**src/rtl/exec_ctrl_pkg.sv**
```systemverilog
// Shared definitions for the multi-cycle execution controller.
// Latency: n/a (types and constants only).
// Backpressure: n/a.
//
// Holds the controller state encoding, the ALU operation codes and the
// generic enable/disable levels used by exec_ctrl and its environment.
package exec_ctrl_pkg;

    // Controller phases. Each instruction walks FETCH -> DECODE -> EXEC ->
    // (MEM) -> WB and back to FETCH.
    typedef enum logic [2:0] {
        ST_FETCH  = 3'd0,
        ST_DECODE = 3'd1,
        ST_EXEC   = 3'd2,
        ST_MEM    = 3'd3,
        ST_WB     = 3'd4
    } state_e;

    // ALU operation codes. ALU_ADD is the idle code driven outside EXEC.
    localparam logic [5:0] ALU_ADD  = 6'd0;
    localparam logic [5:0] ALU_SUB  = 6'd1;
    localparam logic [5:0] ALU_AND  = 6'd2;
    localparam logic [5:0] ALU_OR   = 6'd3;
    localparam logic [5:0] ALU_XOR  = 6'd4;
    localparam logic [5:0] ALU_SLL  = 6'd5;
    localparam logic [5:0] ALU_SRL  = 6'd6;
    localparam logic [5:0] ALU_SRA  = 6'd7;
    localparam logic [5:0] ALU_SLT  = 6'd8;
    localparam logic [5:0] ALU_SLTU = 6'd9;
    localparam logic [5:0] ALU_LUI  = 6'd10;
    localparam logic [5:0] ALU_BEQ  = 6'd16;
    localparam logic [5:0] ALU_BNE  = 6'd17;
    localparam logic [5:0] ALU_BLT  = 6'd18;
    localparam logic [5:0] ALU_BGE  = 6'd19;
    localparam logic [5:0] ALU_BLTU = 6'd20;
    localparam logic [5:0] ALU_BGEU = 6'd21;
    localparam logic [5:0] ALU_JAL  = 6'd22;
    localparam logic [5:0] ALU_JALR = 6'd23;

    localparam logic ENABLE  = 1'b1;
    localparam logic DISABLE = 1'b0;

    // Branch/jump targets are forced onto a word boundary.
    function automatic logic [31:0] align_word(input logic [31:0] addr);
        return {addr[31:2], 2'b00};
    endfunction

endpackage

```
**src/rtl/exec_ctrl_if.sv**
```systemverilog
// Bus bundle between exec_ctrl and its surroundings (imem, decoder, ALU,
// dmem, register file). Latency: n/a (wires only).
// Backpressure: imem/dmem use req/ack; the controller holds req until ack.
//
// master : the execution controller
// slave  : the environment (memories, decoder, ALU, register file)
interface exec_ctrl_if;

    // instruction memory
    logic        imem_req;
    logic [31:0] imem_addr;
    logic        imem_ack;
    logic [31:0] imem_rdata;

    // decoder / register file
    logic [31:0] ir;
    logic [5:0]  dec_alucode;
    logic        dec_is_load;
    logic        dec_is_store;
    logic        dec_reg_we;
    logic [31:0] dec_target;

    // ALU
    logic [5:0]  alu_code;
    logic [31:0] alu_result;
    logic        br_taken;

    // data memory
    logic        dmem_req;
    logic        dmem_we;
    logic [31:0] dmem_addr;
    logic        dmem_ack;
    logic [31:0] dmem_rdata;

    // write-back and architectural state
    logic        rf_we;
    logic [31:0] rf_wdata;
    logic [31:0] pc;
    logic [31:0] instret;

    modport master (
        output imem_req, imem_addr, ir, alu_code,
        output dmem_req, dmem_we, dmem_addr,
        output rf_we, rf_wdata, pc, instret,
        input  imem_ack, imem_rdata,
        input  dec_alucode, dec_is_load, dec_is_store, dec_reg_we, dec_target,
        input  alu_result, br_taken,
        input  dmem_ack, dmem_rdata
    );

    modport slave (
        input  imem_req, imem_addr, ir, alu_code,
        input  dmem_req, dmem_we, dmem_addr,
        input  rf_we, rf_wdata, pc, instret,
        output imem_ack, imem_rdata,
        output dec_alucode, dec_is_load, dec_is_store, dec_reg_we, dec_target,
        output alu_result, br_taken,
        output dmem_ack, dmem_rdata
    );

endinterface

```
**src/rtl/exec_ctrl.sv**
```systemverilog
// Multi-cycle execution controller: fetch/decode/exec/mem/wb sequencing.
// Latency: 4 cycles ALU/branch, 5 cycles load/store, +1 per memory wait.
// Backpressure: holds imem_req/dmem_req and stalls in place until *_ack.
//
// Ports:
//   clk      core clock, all state updates on the rising edge
//   rst_n    synchronous active-low reset
//   bus      exec_ctrl_if.master: imem req/ack, decoder inputs, ALU code and
//            result, dmem req/ack, register-file write, pc and instret
//
// Every output is decoded from registered state (plus the stable decoder
// inputs); no *_ack reaches a *_req combinationally.
module exec_ctrl
    import exec_ctrl_pkg::*;
#(
    parameter logic [31:0] RESET_PC = 32'h0000_8000
) (
    input  logic        clk,
    input  logic        rst_n,
    exec_ctrl_if.master bus
);

    state_e      state_q,   state_d;
    logic [31:0] pc_q,      pc_d;
    logic [31:0] ir_q,      ir_d;
    logic [31:0] instret_q, instret_d;
    logic [31:0] res_q,     res_d;
    logic [31:0] tgt_q,     tgt_d;
    logic [31:0] ld_q,      ld_d;
    logic        taken_q,   taken_d;

    // ------------------------------------------------------------------
    // State and datapath registers
    // ------------------------------------------------------------------
    always_ff @(posedge clk) begin
        if (!rst_n) begin
            state_q   <= ST_FETCH;
            pc_q      <= RESET_PC;
            ir_q      <= '0;
            instret_q <= '0;
            res_q     <= '0;
            tgt_q     <= '0;
            ld_q      <= '0;
            taken_q   <= 1'b0;
        end else begin
            state_q   <= state_d;
            pc_q      <= pc_d;
            ir_q      <= ir_d;
            instret_q <= instret_d;
            res_q     <= res_d;
            tgt_q     <= tgt_d;
            ld_q      <= ld_d;
            taken_q   <= taken_d;
        end
    end

    // ------------------------------------------------------------------
    // Next-state and datapath update
    // ------------------------------------------------------------------
    always_comb begin
        state_d   = state_q;
        pc_d      = pc_q;
        ir_d      = ir_q;
        instret_d = instret_q;
        res_d     = res_q;
        tgt_d     = tgt_q;
        ld_d      = ld_q;
        taken_d   = taken_q;

        case (state_q)
            ST_FETCH: begin
                if (bus.imem_ack) begin
                    ir_d    = bus.imem_rdata;
                    state_d = ST_DECODE;
                end
            end

            // One settle cycle for the decoder and register-file read.
            ST_DECODE: begin
                state_d = ST_EXEC;
            end

            // The ALU result, branch decision and target are captured here so
            // the ALU is free to show the idle code for the rest of the
            // instruction.
            ST_EXEC: begin
                res_d   = bus.alu_result;
                taken_d = bus.br_taken;
                tgt_d   = align_word(bus.dec_target);
                state_d = (bus.dec_is_load || bus.dec_is_store) ? ST_MEM : ST_WB;
            end

            ST_MEM: begin
                if (bus.dmem_ack) begin
                    if (bus.dec_is_load) begin
                        ld_d = bus.dmem_rdata;
                    end
                    state_d = ST_WB;
                end
            end

            // Architectural state advances only on leaving WB.
            ST_WB: begin
                pc_d      = taken_q ? tgt_q : (pc_q + 32'd4);
                instret_d = instret_q + 32'd1;
                state_d   = ST_FETCH;
            end

            default: begin
                state_d = ST_FETCH;
            end
        endcase
    end

    // ------------------------------------------------------------------
    // Outputs decoded from state
    // ------------------------------------------------------------------
    always_comb begin
        bus.imem_req = DISABLE;
        bus.dmem_req = DISABLE;
        bus.dmem_we  = DISABLE;
        bus.rf_we    = DISABLE;
        bus.alu_code = ALU_ADD;

        case (state_q)
            ST_FETCH: begin
                bus.imem_req = ENABLE;
            end
            ST_EXEC: begin
                bus.alu_code = bus.dec_alucode;
            end
            ST_MEM: begin
                bus.dmem_req = ENABLE;
                bus.dmem_we  = bus.dec_is_store;
            end
            ST_WB: begin
                // Stores never write rd even if the decoder flags reg_we.
                bus.rf_we = bus.dec_reg_we & ~bus.dec_is_store;
            end
            default: begin
                bus.imem_req = DISABLE;
            end
        endcase
    end

    // Write data is only qualified by rf_we, so the mux runs in every state.
    assign bus.rf_wdata  = bus.dec_is_load ? ld_q : res_q;
    assign bus.imem_addr = pc_q;
    assign bus.dmem_addr = res_q;
    assign bus.ir        = ir_q;
    assign bus.pc        = pc_q;
    assign bus.instret   = instret_q;

endmodule

```
**src/flat_wrapper.sv**
```systemverilog
// flat-port wrapper written by rule: the top's interface ports become plain ports
module exec_ctrl_flat import exec_ctrl_pkg::*;
#(
    parameter logic [31:0] RESET_PC = 32'h0000_8000
)
  (clk, rst_n, bus_imem_req, bus_imem_addr, bus_ir, bus_alu_code, bus_dmem_req, bus_dmem_we, bus_dmem_addr, bus_rf_we, bus_rf_wdata, bus_pc, bus_instret, bus_imem_ack, bus_imem_rdata, bus_dec_alucode, bus_dec_is_load, bus_dec_is_store, bus_dec_reg_we, bus_dec_target, bus_alu_result, bus_br_taken, bus_dmem_ack, bus_dmem_rdata);
  exec_ctrl_if bus_i ();
  input  logic clk;
  input  logic rst_n;
  output wire logic [$bits(bus_i.imem_req)-1:0] bus_imem_req;
  output wire logic [$bits(bus_i.imem_addr)-1:0] bus_imem_addr;
  output wire logic [$bits(bus_i.ir)-1:0] bus_ir;
  output wire logic [$bits(bus_i.alu_code)-1:0] bus_alu_code;
  output wire logic [$bits(bus_i.dmem_req)-1:0] bus_dmem_req;
  output wire logic [$bits(bus_i.dmem_we)-1:0] bus_dmem_we;
  output wire logic [$bits(bus_i.dmem_addr)-1:0] bus_dmem_addr;
  output wire logic [$bits(bus_i.rf_we)-1:0] bus_rf_we;
  output wire logic [$bits(bus_i.rf_wdata)-1:0] bus_rf_wdata;
  output wire logic [$bits(bus_i.pc)-1:0] bus_pc;
  output wire logic [$bits(bus_i.instret)-1:0] bus_instret;
  input wire logic [$bits(bus_i.imem_ack)-1:0] bus_imem_ack;
  input wire logic [$bits(bus_i.imem_rdata)-1:0] bus_imem_rdata;
  input wire logic [$bits(bus_i.dec_alucode)-1:0] bus_dec_alucode;
  input wire logic [$bits(bus_i.dec_is_load)-1:0] bus_dec_is_load;
  input wire logic [$bits(bus_i.dec_is_store)-1:0] bus_dec_is_store;
  input wire logic [$bits(bus_i.dec_reg_we)-1:0] bus_dec_reg_we;
  input wire logic [$bits(bus_i.dec_target)-1:0] bus_dec_target;
  input wire logic [$bits(bus_i.alu_result)-1:0] bus_alu_result;
  input wire logic [$bits(bus_i.br_taken)-1:0] bus_br_taken;
  input wire logic [$bits(bus_i.dmem_ack)-1:0] bus_dmem_ack;
  input wire logic [$bits(bus_i.dmem_rdata)-1:0] bus_dmem_rdata;
  assign bus_imem_req = bus_i.imem_req;
  assign bus_imem_addr = bus_i.imem_addr;
  assign bus_ir = bus_i.ir;
  assign bus_alu_code = bus_i.alu_code;
  assign bus_dmem_req = bus_i.dmem_req;
  assign bus_dmem_we = bus_i.dmem_we;
  assign bus_dmem_addr = bus_i.dmem_addr;
  assign bus_rf_we = bus_i.rf_we;
  assign bus_rf_wdata = bus_i.rf_wdata;
  assign bus_pc = bus_i.pc;
  assign bus_instret = bus_i.instret;
  assign bus_i.imem_ack = bus_imem_ack;
  assign bus_i.imem_rdata = bus_imem_rdata;
  assign bus_i.dec_alucode = bus_dec_alucode;
  assign bus_i.dec_is_load = bus_dec_is_load;
  assign bus_i.dec_is_store = bus_dec_is_store;
  assign bus_i.dec_reg_we = bus_dec_reg_we;
  assign bus_i.dec_target = bus_dec_target;
  assign bus_i.alu_result = bus_alu_result;
  assign bus_i.br_taken = bus_br_taken;
  assign bus_i.dmem_ack = bus_dmem_ack;
  assign bus_i.dmem_rdata = bus_dmem_rdata;
  exec_ctrl #(.RESET_PC(RESET_PC)) u_core (.clk(clk), .rst_n(rst_n), .bus(bus_i));
endmodule
```
**config.mk**
```make
export PLATFORM = sky130hd
export DESIGN_NAME = exec_ctrl_flat
export DESIGN_NICKNAME = d
export VERILOG_FILES = /design/src/rtl/exec_ctrl_pkg.sv /design/src/rtl/exec_ctrl_if.sv /design/src/rtl/exec_ctrl.sv /design/src/flat_wrapper.sv
export SDC_FILE = /design/constraint.sdc
export NUM_CORES = 1
export LEC_CHECK = 0
export BUFFER_PORTS_ARGS = -buffer_cell sky130_fd_sc_hd__buf_2
export CAP_MARGIN = 20
export CORE_MARGIN = 2
export CORE_UTILIZATION = 45
export DETAILED_ROUTE_END_ITERATION = 7
export GPL_TIMING_DRIVEN = 1
export PLACE_DENSITY = 0.75
export SLEW_MARGIN = 0
export SYNTH_ARGS = -nofsm -noshare
export SYNTH_HDL_FRONTEND = slang
export SYNTH_SLANG_ARGS = --single-unit
```
**constraint.sdc**
```tcl
create_clock -name clk -period 2.4 [get_ports clk]
set_input_delay 0.48 -clock clk [delete_from_list [all_inputs] [get_ports clk]]
set_output_delay 0.48 -clock clk [all_outputs]
set_load 0.05 [all_outputs]
```
==> results.toml, run 1 <==
[run_status]
outcome = "completed"

[cells_and_area]
multi_input_area_sq_mm = 0.00416
nNetsFinal = 1502
drive_gt1_share_pct = 32.8
layout-area-overhead-vs-synth_pct = 27.5
nFillCells = 1756
seq_area_sq_mm = 0.00385

[worst_setup_path]
start_kind = "flip-flop"
r2r-start = "u_core.bus.instret[14]"
slowest_delay_ns = 0.50
startpoint = "u_core.state_q[2]"
r2r-end = "u_core.bus.instret[31]"
worstSetupPathType = "reg -> out"
rr_worst_depth = 5
endpoint = "bus_rf_we"
end_kind = "output pin"
crit_slowest_cell = "or3b_4"
worstPathArrival_ns = 1.79
path_cells = "or3b_4 > nor3b_2 > buf_2"
r2r_slack_ns = 0.22
crit_fanout = 12
required_ns = 1.92

[die]
die_h_microns = 142
core_sq_mm = 0.0186
chipWidth_microns = 142
die_area_sq_mm = 0.0201
io_pins = 344
initial_core_util_pct = 45.8
rows = 50

[clocking]
clkLatencyLatePin_ns = 0.42
cts_buffer_depth = 2
numClockSinks = 192
tritoncts = "built"
cts_made_buffers = 17
clkTransAtPathRegs_ns = 0.08
clockRootBuffer = "clkbuf_16"
htree_levels = 4

[synth]
yosysTopAreaCell = "dfxtp_1"
async_flop_share_pct = 0
ys_seq_elements = 192
synth-edff-count = 0
synth_cells = 1082
synth.top_cell.area_share_pct = 45.0
syn_avg_cell_area_sq_um = 7.90
yosysUniqueCellTypes = 50
yosysWarnings = 0
yosysSeqAreaShare_pct = 45.0
syn_area_sq_mm = 0.00854
synth-main-ff-cell = "dfxtp_1"
synth.area.top_cells = "dfxtp_1 (45%), nand2_1 (13%), a21oi_1 (9.0%)"

[flow_run]
cap_viol_max_count = 0

[timing]
setup_tns_ns = 0
period_share_pct = 94.8
timing.hold.ws_ns = 0.289
max_freq_mhz = 440
min_period_ns = 2.27
tightest_slew_ns = 0.558
finalMaxSlewViolations = 0
skew_ns = 0.00869
slew_headroom_pct = 62.5
hold_viol_final = 0
rsz0062_at_grt = "no"
setup_viol = 0

[route]
via_count = 8466
drt_iter0_drc = 535
detail-route-antenna-nets = 0
wl_mm = 25.0
wire_per_inst_microns = 15.6
drc = 0
first_pass_iters = 5
via_per_inst = 5.26

[global_routing]
grt_util_all_layers_pct = 24.1
grt_pass1_wl_mm = 39.2
antenna_found_initial = 8
grt_max_degree = 81
grt_pass1_vias = 7737
grt_overflow = 0

[place]
place_hpwl_mm = 18.2
gp_congestion = 0.841
io_buffers = 337

[power]
ir_worst_vdd_mv = 0.504
p_per_area_mw_per_mm2 = 711
leakage_nw = 4.85

[min_path]
hold_class = "in -> reg"
## worst min-delay path by stage
stage,from,cells past startpoint,slack [ns],end
floorplan,u_core.tgt_q[31],2,0.43,u_core.tgt_q[31]
global placement,u_core.ld_q[29],2,0.44,u_core.ld_q[29]
detailed placement,u_core.bus.ir[4],2,0.44,u_core.bus.ir[4]
CTS,bus_alu_result[14],3,0.27,u_core.bus.dmem_addr[14]
global route,bus_imem_rdata[13],3,0.27,u_core.bus.ir[13]
finish,bus_imem_rdata[4],3,0.29,u_core.bus.ir[4]
## final cells by class
| type | instances | share of cell area, % |
|---|---|---|
| Clock buffer | 17 | 3.90 |
| Inverter | 7 | 0.264 |
| Multi-Input combinational cell | 775 | 38.2 |
| Antenna cell | 6 | 0.138 |
| Clock inverter | 14 | 1.27 |
| Tap cell | 234 | 2.69 |
| Timing Repair Buffer | 365 | 18.2 |
| Sequential cell | 192 | 35.3 |
## registers in the layout (all words and copies together) (netlist names)
register              count
u_core.bus.dmem_addr     32
u_core.bus.instret       32
u_core.bus.ir            32
u_core.ld_q              32
u_core.bus.imem_addr     30
u_core.tgt_q             30
u_core.state_q            3
u_core.taken_q            1
## layout by cell type (no fill, tap or decap), types with 5 or more instances in the layout
cell         n
o22ai_1      6
buf_4       21
nand2_1    289
nand3_1     33
xor2_1      16
o21ai_1      5
dfxtp_2      5
nor2_1      47
o21ai_0      9
clkbuf_16   17
xnor2_1      6
and4_1       8
a31oi_1      9
mux2_2      34
mux2i_1     14
buf_2      337
or3_1        5
inv_1        6
and3_1      19
or4_1        7
and2_1       7
a21oi_1    154
nand4_1     24
buf_12       7
diode_2      6
nand2b_1     5
o31ai_1      5
a22oi_1      9
dfxtp_1    187
nor3_1      15
## synth_stat cells, drive strengths merged, types with 2 or more instances
library cell and n:
nand2 291, dfxtp 192, a21oi 154, clkbuf 72
nor2 49, buf 39, mux2 34, nand3 33
nand4 24, and3 22, nor3 16, xor2 16
mux2i 14, o21ai 14, a22oi 9, a31oi 9
and2 8, and4 8, or4 7, inv 6
o22ai 6, xnor2 6, nand2b 5, nor4 5
o31ai 5, or3 5, nor3b 4, o221ai 4
a211oi 3, a221oi 3, a22o 3, o211ai 3
a311oi 2, ha 2, nor2b 2
## repair_timing
action | 4_1_cts | 5_1_grt
endpoints found under the setup margin | 1 | 7
hold buffers | 0 | 0
gates resized for setup | 1 | 2
setup buffers | 0 | 0
## metal layers
metal,global-route usage (%),part of all wire (%),vias up
li1,-,-,4225
met1,30.2,42,3892
met2,39.6,48,302
met3,6.48,6.9,43
met4,9.63,3.0,4
met5,0,0.11,-
## worst max-delay path, delay by kind of cell, from the launching register on
family	cells	cell delay, ns
buffers and inverters	1	0.31
DFF	1	0.39
and+or+nand+nor	2	0.69
## cell families (layout without fill, tap and decap cells)
family / Yosys count / after routing / synth area share [%]
simple gates: 481 / 481 / 25.1
compound gates: 218 / 218 / 14.3
flops: 192 / 192 / 45.0
buf+inv: 118 / 403 / 6.90
mux: 48 / 48 / 6.12
xor+xnor: 22 / 22 / 2.26
fa+ha+maj: 2 / 2 / 0.293
other cells: 1 / 10 / 0.0439
## metrics by stage
stage	area, sq um	worst slack [ns]	std cells	power, W	utilization, %
after floorplan	8570	-0.0106	1085	0.00468	-
after global placement	10300	0.217	1573	0.00504	55.3
after detailed placement	10300	0.133	1573	0.00506	55.3
after CTS	10900	0.00933	1604	0.00781	58.3
after global routing	10900	0.0362	1609	0.00804	58.4
final	10900	0.126	1610	0.00774	58.4
## power breakdown
group	leakage, nW	internal, W	switching (W)	total, W
sequential	1.56	0.00333	0.000148	0.00348
combinational	3.02	0.000407	0.00110	0.00151
clock	0.270	0.00145	0.00130	0.00275
Note: power is estimated with default switching activity, not from simulation.
==> run 2, diff against run 1 <==
--- a/config.mk
+++ b/config.mk
@@ -11,6 +11,7 @@
 export CORE_UTILIZATION = 45
 export DETAILED_ROUTE_END_ITERATION = 7
 export GPL_TIMING_DRIVEN = 1
+export MAX_ROUTING_LAYER = met4
 export PLACE_DENSITY = 0.75
 export SLEW_MARGIN = 0
 export SYNTH_ARGS = -nofsm -noshare
==> run 2 against run 1 <==
Against the previous run:
- sequential power is essentially flat
- power about the same
- count of clock-buffer cells in the layout stayed put
- combinational power is essentially flat
- highest routed layer is now met4
- die area did not move
- fmax shrank 0.43%
- clock power hardly changed
- non-clock buffer count is the same
- setup slack lost 0.0097 ns
- worst hold slack lost 0.0025 ns
==> results.toml, run 2 (synthesis gave the netlist of run 1 again) <==
[die]
die_h_microns = 142
die_area_sq_mm = 0.0201
initial_core_util_pct = 45.8
core_sq_mm = 0.0186
chipWidth_microns = 142
rows = 50
io_pins = 344

[clocking]
tritoncts = "built"
cts_hold_buffers = 0
clockRootBuffer = "clkbuf_16"
numClockSinks = 192
clkLatencyLatePin_ns = 0.42
cts_buffer_depth = 2
cts_made_buffers = 17
clkTransAtPathRegs_ns = 0.07
htree_levels = 4

[global_routing]
grt_pass1_wl_mm = 39.2
grt_pass1_vias = 7743
grt_max_degree = 81
antenna_found_initial = 8
grt_overflow = 0
grt_util_all_layers_pct = 24.8

[min_path]
hold_class = "in -> reg"
min_from = "bus_imem_rdata[14]"

[route]
drt_iter0_drc = 570
detail-route-antenna-nets = 0
via_per_inst = 5.26
met2WireLength_mm = 12.0
wl_met3_mm = 1.58
wl_met1_mm = 10.7
wire_per_inst_microns = 15.6
wl_mm = 25.1
top_layer = "met4"
drc = 0
first_pass_iters = 5
via_count = 8472

[timing]
tightest_slew_ns = 0.559
max_freq_mhz = 438
slew_headroom_pct = 62.4
skew_ns = 0.00809
period_share_pct = 95.2
hold_viol_final = 0
setup_viol = 0
finalMaxSlewViolations = 0
timing.hold.ws_ns = 0.287
rsz0062_at_grt = "no"
min_period_ns = 2.28

[cells_and_area]
layout-area-overhead-vs-synth_pct = 27.6
multi_input_area_sq_mm = 0.00416
final_cell_mix = "buf_2 (337), nand2_1 (289), dfxtp_1 (187), a21oi_1 (154), nor2_1 (47)"
nFillCells = 1755
final_common_cell = "buf_2"
design_area_sq_mm = 0.0109
seq_area_sq_mm = 0.00385
nNetsFinal = 1502
drive_gt1_share_pct = 32.8

[run_status]
outcome = "completed"

[power]
p_per_area_mw_per_mm2 = 710
ir_worst_vdd_mv = 0.507
leakage_nw = 4.85

[place]
place_hpwl_mm = 18.2
io_buffers = 337
gp_congestion = 0.854
placedInstanceArea_sq_mm = 0.0103

[worst_setup_path]
required_ns = 1.92
start_kind = "flip-flop"
r2r-start = "u_core.bus.instret[14]"
r2r_slack_ns = 0.22
startpoint = "u_core.state_q[2]"
worstPathArrival_ns = 1.80
end_kind = "output pin"
worstSetupPathType = "reg -> out"
crit_fanout = 12

[flow_run]
cap_viol_max_count = 0
-- run 2: cell count changes in the layout (fill, tap and decap cells not counted) --
cell | before | now
diode_2 | 6 | 8
-- run 2: worst paths after layout --
check	endpoint	depth (start not counted)
hold / removal	u_core.bus.ir[14]	3
setup reg to reg	u_core.bus.instret[31]	5
setup / recovery	bus_rf_we	3
hold reg to reg	u_core.ld_q[19]	2
-- run 2: power breakdown --
part           internal [W]  total, W  switching [W]
clock               0.00145   0.00275        0.00130
combinational      0.000407   0.00151        0.00110
sequential          0.00333   0.00348       0.000147
-- run 2: per-stage QoR --
stage / utilization (%) / TNS, ns / total power, W / worst slack [ns] / instances
after global placement: 55.3 / 0 / 0.00504 / 0.217 / 1573
after floorplan: - / -0.0106 / 0.00468 / -0.0106 / 1085
after global routing: 58.5 / 0 / 0.00804 / 0.0172 / 1612
after CTS: 58.3 / 0 / 0.00781 / 0.00933 / 1604
final: 58.5 / 0 / 0.00774 / 0.116 / 1612
after detailed placement: 55.3 / 0 / 0.00506 / 0.133 / 1573
-- run 2: per-layer routing --
layer	vias to the layer above	global-route usage, %
li1	4227	-
met1	3906	30.8
met2	299	39.6
met3	40	5.50
met4	0	9.79
met5	-	-
-- run 2: layout make-up --
type / count / area share (%)
multi-input combinational: 775 / 38.2
sequential: 192 / 35.3
timing repair buffer: 365 / 18.2
clock buffer: 17 / 3.90
tap: 234 / 2.69
clock inverter: 14 / 1.27
inverter: 7 / 0.264
antenna: 8 / 0.184
-- run 2: timing repair --
action | CTS | global route
resized for setup | 1 | 2
setup endpoints to repair | 1 | 7
buffers inserted | 0 | 0
-- run 2: worst max-delay path, stage by stage, from the launching register on --
cell,delay (ns)
dfxtp_1,0.40
or3b_4,0.50
nor3b_2,0.19
buf_2,0.30
